--- src/rtl/seq_alu_if.sv ---
// seq_alu_if: request/result bundle for the sequential ALU.
//   master : drives start, op, x, y; observes busy, done, f, f_hi, cout, overflow
//   slave  : the ALU side of the same signals
interface seq_alu_if #(
  parameter int W = 8
);
  logic         start;
  logic [1:0]   op;
  logic [W-1:0] x;
  logic [W-1:0] y;
  logic         busy;
  logic         done;
  logic [W-1:0] f;
  logic [W-1:0] f_hi;
  logic         cout;
  logic         overflow;

  modport master (
    output start, op, x, y,
    input  busy, done, f, f_hi, cout, overflow
  );

  modport slave (
    input  start, op, x, y,
    output busy, done, f, f_hi, cout, overflow
  );
endinterface

--- src/rtl/seq_alu.sv ---
// seq_alu: two-state sequential ALU (MUL / CMP / ADD / SUB).
//   clk   : rising-edge clock
//   rst_n : asynchronous active-low reset
//   bus   : seq_alu_if slave port
//           start/op/x/y in; busy, done (1-cycle pulse), f, f_hi, cout, overflow out
// CMP/ADD/SUB complete one edge after acceptance; MUL is an unsigned
// shift-add taking W edges, one multiplier bit per edge, LSB first.
module seq_alu #(
  parameter int W = 8
) (
  input  logic     clk,
  input  logic     rst_n,
  seq_alu_if.slave bus
);

  localparam int CW = $clog2(W + 1);
  localparam logic [CW-1:0] CNT_LAST = CW'(W - 1);

  localparam logic [1:0] OP_MUL = 2'b00;
  localparam logic [1:0] OP_CMP = 2'b01;
  localparam logic [1:0] OP_ADD = 2'b10;
  localparam logic [1:0] OP_SUB = 2'b11;

  typedef enum logic {
    IDLE = 1'b0,
    EXEC = 1'b1
  } state_t;

  // Two's complement overflow of a + b given the sign bits of a, b and the sum.
  function automatic logic add_ovf(input logic a_msb, input logic b_msb, input logic s_msb);
    return (a_msb == b_msb) && (s_msb != a_msb);
  endfunction

  state_t         state_r;
  state_t         state_nx_s;
  logic           finish_s;
  logic           accept_s;

  logic [1:0]     op_r;
  logic [W-1:0]   a_r;       // multiplicand / operand A
  logic [W-1:0]   b_r;       // operand B; doubles as the multiplier/low-product shift register
  logic [W-1:0]   hi_r;      // MUL partial-product high half
  logic [CW-1:0]  cnt_r;

  logic [W-1:0]   f_r;
  logic [W-1:0]   f_hi_r;
  logic           cout_r;
  logic           ovf_r;
  logic           done_r;

  logic [W:0]     mul_add_s;
  logic [W-1:0]   step_hi_s;
  logic [W-1:0]   step_lo_s;
  logic [W:0]     sum_s;
  logic [W-1:0]   res_f_s;
  logic [W-1:0]   res_hi_s;
  logic           res_c_s;
  logic           res_v_s;

  assign accept_s = (state_r == IDLE) && bus.start;

  // State register.
  always_ff @(posedge clk or negedge rst_n) begin
    if (!rst_n) begin
      state_r <= IDLE;
    end else begin
      state_r <= state_nx_s;
    end
  end

  // Next-state and completion decode; start is only looked at in IDLE.
  always_comb begin
    state_nx_s = state_r;
    finish_s   = 1'b0;
    case (state_r)
      IDLE: begin
        if (bus.start) begin
          state_nx_s = EXEC;
        end else begin
          state_nx_s = IDLE;
        end
      end
      EXEC: begin
        if ((op_r != OP_MUL) || (cnt_r == CNT_LAST)) begin
          finish_s   = 1'b1;
          state_nx_s = IDLE;
        end else begin
          state_nx_s = EXEC;
        end
      end
      default: begin
        state_nx_s = IDLE;
      end
    endcase
  end

  // One shift-add step: add multiplicand when the current multiplier bit is
  // set, then shift {carry, hi, lo} right so the product builds up in {hi, lo}.
  always_comb begin
    mul_add_s = {1'b0, hi_r} + {1'b0, (b_r[0] ? a_r : {W{1'b0}})};
    step_hi_s = mul_add_s[W:1];
    step_lo_s = {mul_add_s[0], b_r[W-1:1]};
  end

  // Result selection; SUB is x + ~y + 1 so cout=1 means no borrow.
  always_comb begin
    sum_s    = {1'b0, a_r} + {1'b0, ((op_r == OP_SUB) ? ~b_r : b_r)} + {{W{1'b0}}, (op_r == OP_SUB)};
    res_f_s  = {W{1'b0}};
    res_hi_s = {W{1'b0}};
    res_c_s  = 1'b0;
    res_v_s  = 1'b0;
    case (op_r)
      OP_MUL: begin
        res_f_s  = step_lo_s;
        res_hi_s = step_hi_s;
        res_v_s  = |step_hi_s;
      end
      OP_CMP: begin
        res_c_s  = (a_r > b_r);
      end
      OP_ADD: begin
        res_f_s  = sum_s[W-1:0];
        res_c_s  = sum_s[W];
        res_v_s  = add_ovf(a_r[W-1], b_r[W-1], sum_s[W-1]);
      end
      OP_SUB: begin
        res_f_s  = sum_s[W-1:0];
        res_c_s  = sum_s[W];
        res_v_s  = add_ovf(a_r[W-1], ~b_r[W-1], sum_s[W-1]);
      end
      default: begin
        res_f_s  = {W{1'b0}};
      end
    endcase
  end

  // Operand latch, MUL iteration and result registers.
  always_ff @(posedge clk or negedge rst_n) begin
    if (!rst_n) begin
      op_r   <= 2'b00;
      a_r    <= {W{1'b0}};
      b_r    <= {W{1'b0}};
      hi_r   <= {W{1'b0}};
      cnt_r  <= {CW{1'b0}};
      f_r    <= {W{1'b0}};
      f_hi_r <= {W{1'b0}};
      cout_r <= 1'b0;
      ovf_r  <= 1'b0;
      done_r <= 1'b0;
    end else begin
      done_r <= finish_s;
      if (accept_s) begin
        op_r  <= bus.op;
        a_r   <= bus.x;
        b_r   <= bus.y;
        hi_r  <= {W{1'b0}};
        cnt_r <= {CW{1'b0}};
      end else if (state_r == EXEC) begin
        if (op_r == OP_MUL) begin
          hi_r  <= step_hi_s;
          b_r   <= step_lo_s;
          cnt_r <= cnt_r + {{(CW-1){1'b0}}, 1'b1};
        end
        if (finish_s) begin
          f_r    <= res_f_s;
          f_hi_r <= res_hi_s;
          cout_r <= res_c_s;
          ovf_r  <= res_v_s;
        end
      end
    end
  end

  assign bus.busy     = (state_r == EXEC);
  assign bus.done     = done_r;
  assign bus.f        = f_r;
  assign bus.f_hi     = f_hi_r;
  assign bus.cout     = cout_r;
  assign bus.overflow = ovf_r;

endmodule

--- src/flat_wrapper.sv ---
// flat-port wrapper written by rule: the top's interface ports become plain ports
module seq_alu_flat 
#(
  parameter int W = 8
)
  (clk, rst_n, bus_start, bus_op, bus_x, bus_y, bus_busy, bus_done, bus_f, bus_f_hi, bus_cout, bus_overflow);
  seq_alu_if #(.W(W)) bus_i ();
  input  logic clk;
  input  logic rst_n;
  input wire logic [$bits(bus_i.start)-1:0] bus_start;
  input wire logic [$bits(bus_i.op)-1:0] bus_op;
  input wire logic [$bits(bus_i.x)-1:0] bus_x;
  input wire logic [$bits(bus_i.y)-1:0] bus_y;
  output wire logic [$bits(bus_i.busy)-1:0] bus_busy;
  output wire logic [$bits(bus_i.done)-1:0] bus_done;
  output wire logic [$bits(bus_i.f)-1:0] bus_f;
  output wire logic [$bits(bus_i.f_hi)-1:0] bus_f_hi;
  output wire logic [$bits(bus_i.cout)-1:0] bus_cout;
  output wire logic [$bits(bus_i.overflow)-1:0] bus_overflow;
  assign bus_i.start = bus_start;
  assign bus_i.op = bus_op;
  assign bus_i.x = bus_x;
  assign bus_i.y = bus_y;
  assign bus_busy = bus_i.busy;
  assign bus_done = bus_i.done;
  assign bus_f = bus_i.f;
  assign bus_f_hi = bus_i.f_hi;
  assign bus_cout = bus_i.cout;
  assign bus_overflow = bus_i.overflow;
  seq_alu #(.W(W)) u_core (.clk(clk), .rst_n(rst_n), .bus(bus_i));
endmodule
--- config.mk ---
export PLATFORM = sky130hd
export DESIGN_NAME = seq_alu_flat
export DESIGN_NICKNAME = d
export VERILOG_FILES = /design/src/rtl/seq_alu_if.sv /design/src/rtl/seq_alu.sv /design/src/flat_wrapper.sv
export SDC_FILE = /design/constraint.sdc
export NUM_CORES = 1
export LEC_CHECK = 0
export CORE_UTILIZATION = 41
export CTS_BUF_LIST = sky130_fd_sc_hd__clkbuf_16
export DETAILED_ROUTE_END_ITERATION = 12
export GPL_ROUTABILITY_DRIVEN = 0
export PLACE_DENSITY_LB_ADDON = 0.2
export SLEW_MARGIN = 20
export SYNTH_ARGS = -nofsm -noshare
export SYNTH_HDL_FRONTEND = slang
export SYNTH_SLANG_ARGS = --single-unit
--- constraint.sdc ---
create_clock -name clk -period 3.75 [get_ports clk]
set_input_delay 0.375 -clock clk [delete_from_list [all_inputs] [get_ports clk]]
set_output_delay 0.375 -clock clk [all_outputs]
set_load 0.01 [all_outputs]
# Word-level counts from Yosys, hierarchy flattened

Index checks and enable logic that the tools add are counted.

Flip-flop bits (word level): 50
Output and inout port bits: 20

Add/sub/neg operators: 4
Order comparisons: 1
Eq/ne operators: 7
Multiplexer cells: 20
Bitwise logic cells: 4
Reductions and logical operators: 12

Operator list:

| kind                | number |
|---|---|
| $mux 8              | 9 |
| $add 8x8->9         | 2 |
| $pmux 8 s2          | 1 |
| $mux 4              | 3 |
| $add 9x1->9         | 1 |
| $gt 8x8->1          | 1 |
| $not 8->8           | 1 |
| $reduce_or 8->1     | 1 |
| $reduce_bool 2->1   | 3 |
| $add 4x1->4 const B | 1 |
| $eq 2x2->1 const B  | 2 |
| $eq 4x3->1 const B  | 1 |
| $mux 1              | 4 |
| $pmux 1 s2          | 2 |
| $logic_and 1x1->1   | 3 |
| $not 1->1           | 3 |
| $pmux 1 s3          | 1 |
| $reduce_and 3->1    | 1 |
| $eq 1x1->1          | 2 |
| $eq 2x1->1 const B  | 1 |
| $logic_not 2->1     | 1 |
| $reduce_and 2->1    | 1 |
| $reduce_or 2->1     | 1 |
| $logic_or 1x1->1    | 1 |
| $ne 1x1->1          | 1 |

# Depth between registers and ports, before layout

Depth after elaboration: 7
Mapped depth: 11

# Least setup slack after synthesis

Ideal clock, no wire load.

Path kind: flip-flop to flip-flop
Start: register u_core.op_r[1]
End: register u_core.cout_r (netlist: u_core.bus.cout)
Arrival time: 2.419 ns
Data required time: 3.647 ns
Path slack: 1.228 ns
Stages on the path, launching flop included: 12
Buffers on the path: 1
Period minus slack after synthesis: 2.522 ns
Path through: dfrtp_1 buf_2 nand2_1 xnor2_1 inv_1 fa_1 nor2b_1 o21ai_1 a21boi_2 nor4_1 o311a_1 o41ai_2

Cells in the longest elaborated chain, start to end: 5
Elaborated cells on any way between the ends: 13
Those cells by class: add/sub: 2; eq/ne: 3; mux: 4; reduce/logical: 4

Ends and longest elaborated chain:

| element                                         | line                                          | text |
|---|---|---|
| from (decl)                                     | seq_alu.sv:39                                 | `logic [1:0] op_r;` |
| from (signal assigned)                          | seq_alu.sv:153                                | `op_r <= bus.op;` |
| $eq 2x2->1 or $reduce_bool 2->1 (tied branches) | seq_alu.sv:107, seq_alu.sv:112, seq_alu.sv:84 |  |
| $mux 8 or $logic_or 1x1->1 (tied branches)      | seq_alu.sv:107, seq_alu.sv:84                 |  |
| $add 8x8->9 or $mux 1 (tied branches)           | seq_alu.sv:107, seq_alu.sv:84                 |  |
| $add 9x1->9 or $mux 1 (tied branches)           | seq_alu.sv:107, seq_alu.sv:75                 |  |
| $pmux 1 s2 or $reduce_and 3->1 (tied branches)  | n/a                                           |  |
| to (signal assigned)                            | seq_alu.sv:167                                | `cout_r <= res_c_s;` |
| to (decl)                                       | seq_alu.sv:47                                 | `logic cout_r;` |

Parallel ways exist; a longest one is shown, timed or not.
A chain may end at the register's enable or synchronous reset.

# Worst setup path after layout

Start: register u_core.op_r[0]
End: register u_core.cout_r (netlist: u_core.bus.cout)

The elaborated chain is that of the path after synthesis.

==> impl_metrics.toml <==
[outcome]
status = "completed"

[grt]
grt_pass1_vias = 2446
grt_max_degree = 51
antenna_found_initial = 0
grt_pass1_wl_microns = 12000
track_usage_pct = 20.3
overflow = 0

[place]
post-place-ws_ns = 0.953
placed_cells = 471
place_area_sq_um = 3560
dp_hpwl_microns = 5300
io_buffers = 40

[clock_network]
htree_levels = 2
clock-root-buffer = "clkbuf_16"
numCtsBuffers = 5
cts_resized = 0
path_clk_slew_ns = 0.07
cts_setup_buffers = 0
clockBufferDepth = 2
clk_latency_ns = 0.29
ctsHoldBuffers = 0
tritoncts = "yes"
clkSinkCount = 50

[timing]
fin_ws_ns = 0.900
finalSetupTns_ns = 0
hold_viol_final = 0
fin_crit_sh_pct = 76.0
rsz0062_at_grt = "no"
relSlewSlack_pct = 32.1
setup_violations = 0
slew_viol_final = 0
fmax_mhz = 351
fin_skew_ns = 0.00755
tightest_slew_ns = 1.02
period_minus_slack_ns = 2.85

[routing]
vias_per_cell = 5.20
drcViolationCount = 0
wire_per_inst_microns = 15.0
vias = 2489
drtIter0Drc = 137
finalWirelength_microns = 7180
antenna_left = 0
firstDrtPassIters = 4

[power]
power_per_cell_area_nw_per_um2 = 896
leakage_nw = 1.68
ir_worst_vdd_uv = 296
p_total_mw = 3.32

[synthesis]
synth_edf_count = 0
synth_top_cell_area_share_pct = 40.7
yosysTopAreaCell = "dfrtp_1"
ys_warn_count = 0
syn-cell-area_sq_um = 3070
synth_common_cells = "nand2_1 (69), dfrtp_1 (50), ha_1 (25)"
synth_flop_cell = "dfrtp_1"
synth.area.top_cells = "dfrtp_1 (41%), ha_1 (10%), nand2_1 (8.4%), xnor2_1 (4.0%), o21ai_1 (3.9%)"
synthCells = 342
avgSynthCellArea_sq_um = 8.98
ys_types = 47
post-synth-top-count-cell = "nand2_1"
synth-seq-area-share_pct = 40.7
ys_ff_latch = 50
synth_nets = 390
synthArstFlopShare_pct = 100

[critical_path]
cp.required_ns = 3.92
path_class = "flop to flop"
r2r_slack_ns = 0.90
worstSetupStartpoint = "u_core.op_r[0]$_DFFE_PN0P_"
r2r-end = "u_core.bus.cout$_DFFE_PN0P_"
start_kind = "flop"
crit_fanout = 8
endpoint = "u_core.bus.cout$_DFFE_PN0P_"
endpoint_kind = "flop"
r2r-start = "u_core.op_r[0]$_DFFE_PN0P_"
ff2ff_path_depth = 10
critPathArrivalTime_ns = 3.02

[final_layout]
fin_area_sq_um = 3700
nets = 427
diodes = 0
stdcell_count = 479
area_growth_syn_to_layout_pct = 20.6
n_fill_cell = 697
drive_above_1_share_pct = 6.32

[floorplanning]
chipHeight_microns = 88.6
rows = 31
die_w_microns = 88.6
initial_core_util_pct = 42.3
die_area_sq_um = 7840
io_pins = 41
core_sq_um = 7250

[worst_hold_path]
hold_class = "input pin to asynchronous set/reset pin"

[flow_run]
cap_violations = 0
## state kept, by name, indices dropped and copies added, names as in the netlist, 2 cells and up
| register | flops |
|---|---|
| u_core.bus.f | 8 |
| u_core.cnt_r | 4 |
| u_core.op_r | 2 |
| u_core.bus.f_hi | 8 |
| u_core.hi_r | 8 |
| u_core.a_r | 8 |
| u_core.b_r | 8 |
## report_power, final
group / total (mW) / internal (mW) / switching, mW / leakage [nW]
sequential: 0.974 / 0.727 / 0.247 / 0.651
combinational: 1.90 / 0.835 / 1.06 / 0.955
clock: 0.446 / 0.247 / 0.199 / 0.0740
## worst min path at each step
stage / slack [ns] / end / cells after the start
floorplan: 0.08 / u_core.a_r[0]$_DFFE_PN0P_ / 0
global placement: 0.46 / u_core.cnt_r[3]$_DFFE_PN0P_ / 1
detailed placement: 0.46 / u_core.cnt_r[3]$_DFFE_PN0P_ / 1
CTS: 0.22 / u_core.b_r[3]$_DFFE_PN0P_ / 2
global route: 0.26 / u_core.bus.done$_DFF_PN0_ / 2
finish: 0.19 / u_core.bus.f[2]$_DFFE_PN0P_ / 2
## worst max-delay path: stages, from the launching register on
cell	delay, ns
dfrtp_1	0.51
nand2_1	0.33
xnor2_1	0.29
inv_1	0.09
fa_1	0.44
nor2b_1	0.13
o21ai_1	0.10
a21boi_2	0.22
nor4_1	0.08
o311a_1	0.35
o41ai_2	0.22
## kinds of logic (layout without fill, tap and decap cells)
| kind of cell | after synthesis | count (layout) | synth area share, % |
|---|---|---|---|
| adders and majority gates | 27 | 27 | 11.5 |
| AOI/OAI and AO/OA | 89 | 89 | 19.2 |
| DFF | 50 | 50 | 40.7 |
| buffers and inverters | 29 | 67 | 3.83 |
| xor gates and xnor gates | 15 | 15 | 4.28 |
| and+or+nand+nor | 132 | 132 | 20.5 |
## layer usage
metal	track usage, %	vias to the layer above	part of all wire [%]
li1	-	1268	-
met1	29.9	1167	51
met2	30.7	52	45
met3	3.54	2	3.3
met4	5.57	0	0.56
met5	0	-	0
## area by class of cell
class / count / area, sq um / area share (%)
clock inverters: 3 / 18.8 / 0.507
repair buffers: 44 / 425 / 11.5
clock buffers: 5 / 125 / 3.38
flip-flops and latches: 50 / 1250 / 33.8
inverters: 15 / 56.3 / 1.52
multi-input cells: 263 / 1700 / 46.0
well taps: 99 / 124 / 3.34
## per-stage QoR
| stage | hold slack [ns] | utilization (%) |
|---|---|---|
| finish | 0.190 | 51.1 |
| CTS | 0.218 | 51.1 |
| global placement | 0.462 | 49.1 |
| global route | 0.255 | 51.1 |
| detailed placement | 0.463 | 49.1 |
| floorplan | 0.0794 | - |
## cells in the final DEF (no fill, tap or decap), types with 2 or more instances in the layout
| cell | n |
|---|---|
| a22o_1 | 2 |
| clkbuf_16 | 5 |
| nand2_1 | 69 |
| fa_1 | 2 |
| clkdlybuf4s50_1 | 39 |
| o21ai_0 | 14 |
| ha_1 | 25 |
| a21oi_1 | 14 |
| clkinv_2 | 2 |
| nor2_1 | 13 |
| xnor2_1 | 14 |
| dfrtp_1 | 50 |
| nand3_1 | 13 |
| a22oi_1 | 11 |
| o21a_1 | 4 |
| and2_1 | 8 |
| nor3_1 | 2 |
| o211ai_1 | 5 |
| o21bai_1 | 2 |
| and3_1 | 6 |
| inv_1 | 14 |
| nand4_1 | 3 |
| nor3b_1 | 3 |
| nor2b_1 | 5 |
| a21o_1 | 2 |
| buf_4 | 4 |
| o21ai_1 | 24 |
| a211oi_2 | 2 |
(Power assumes the default switching activity.)
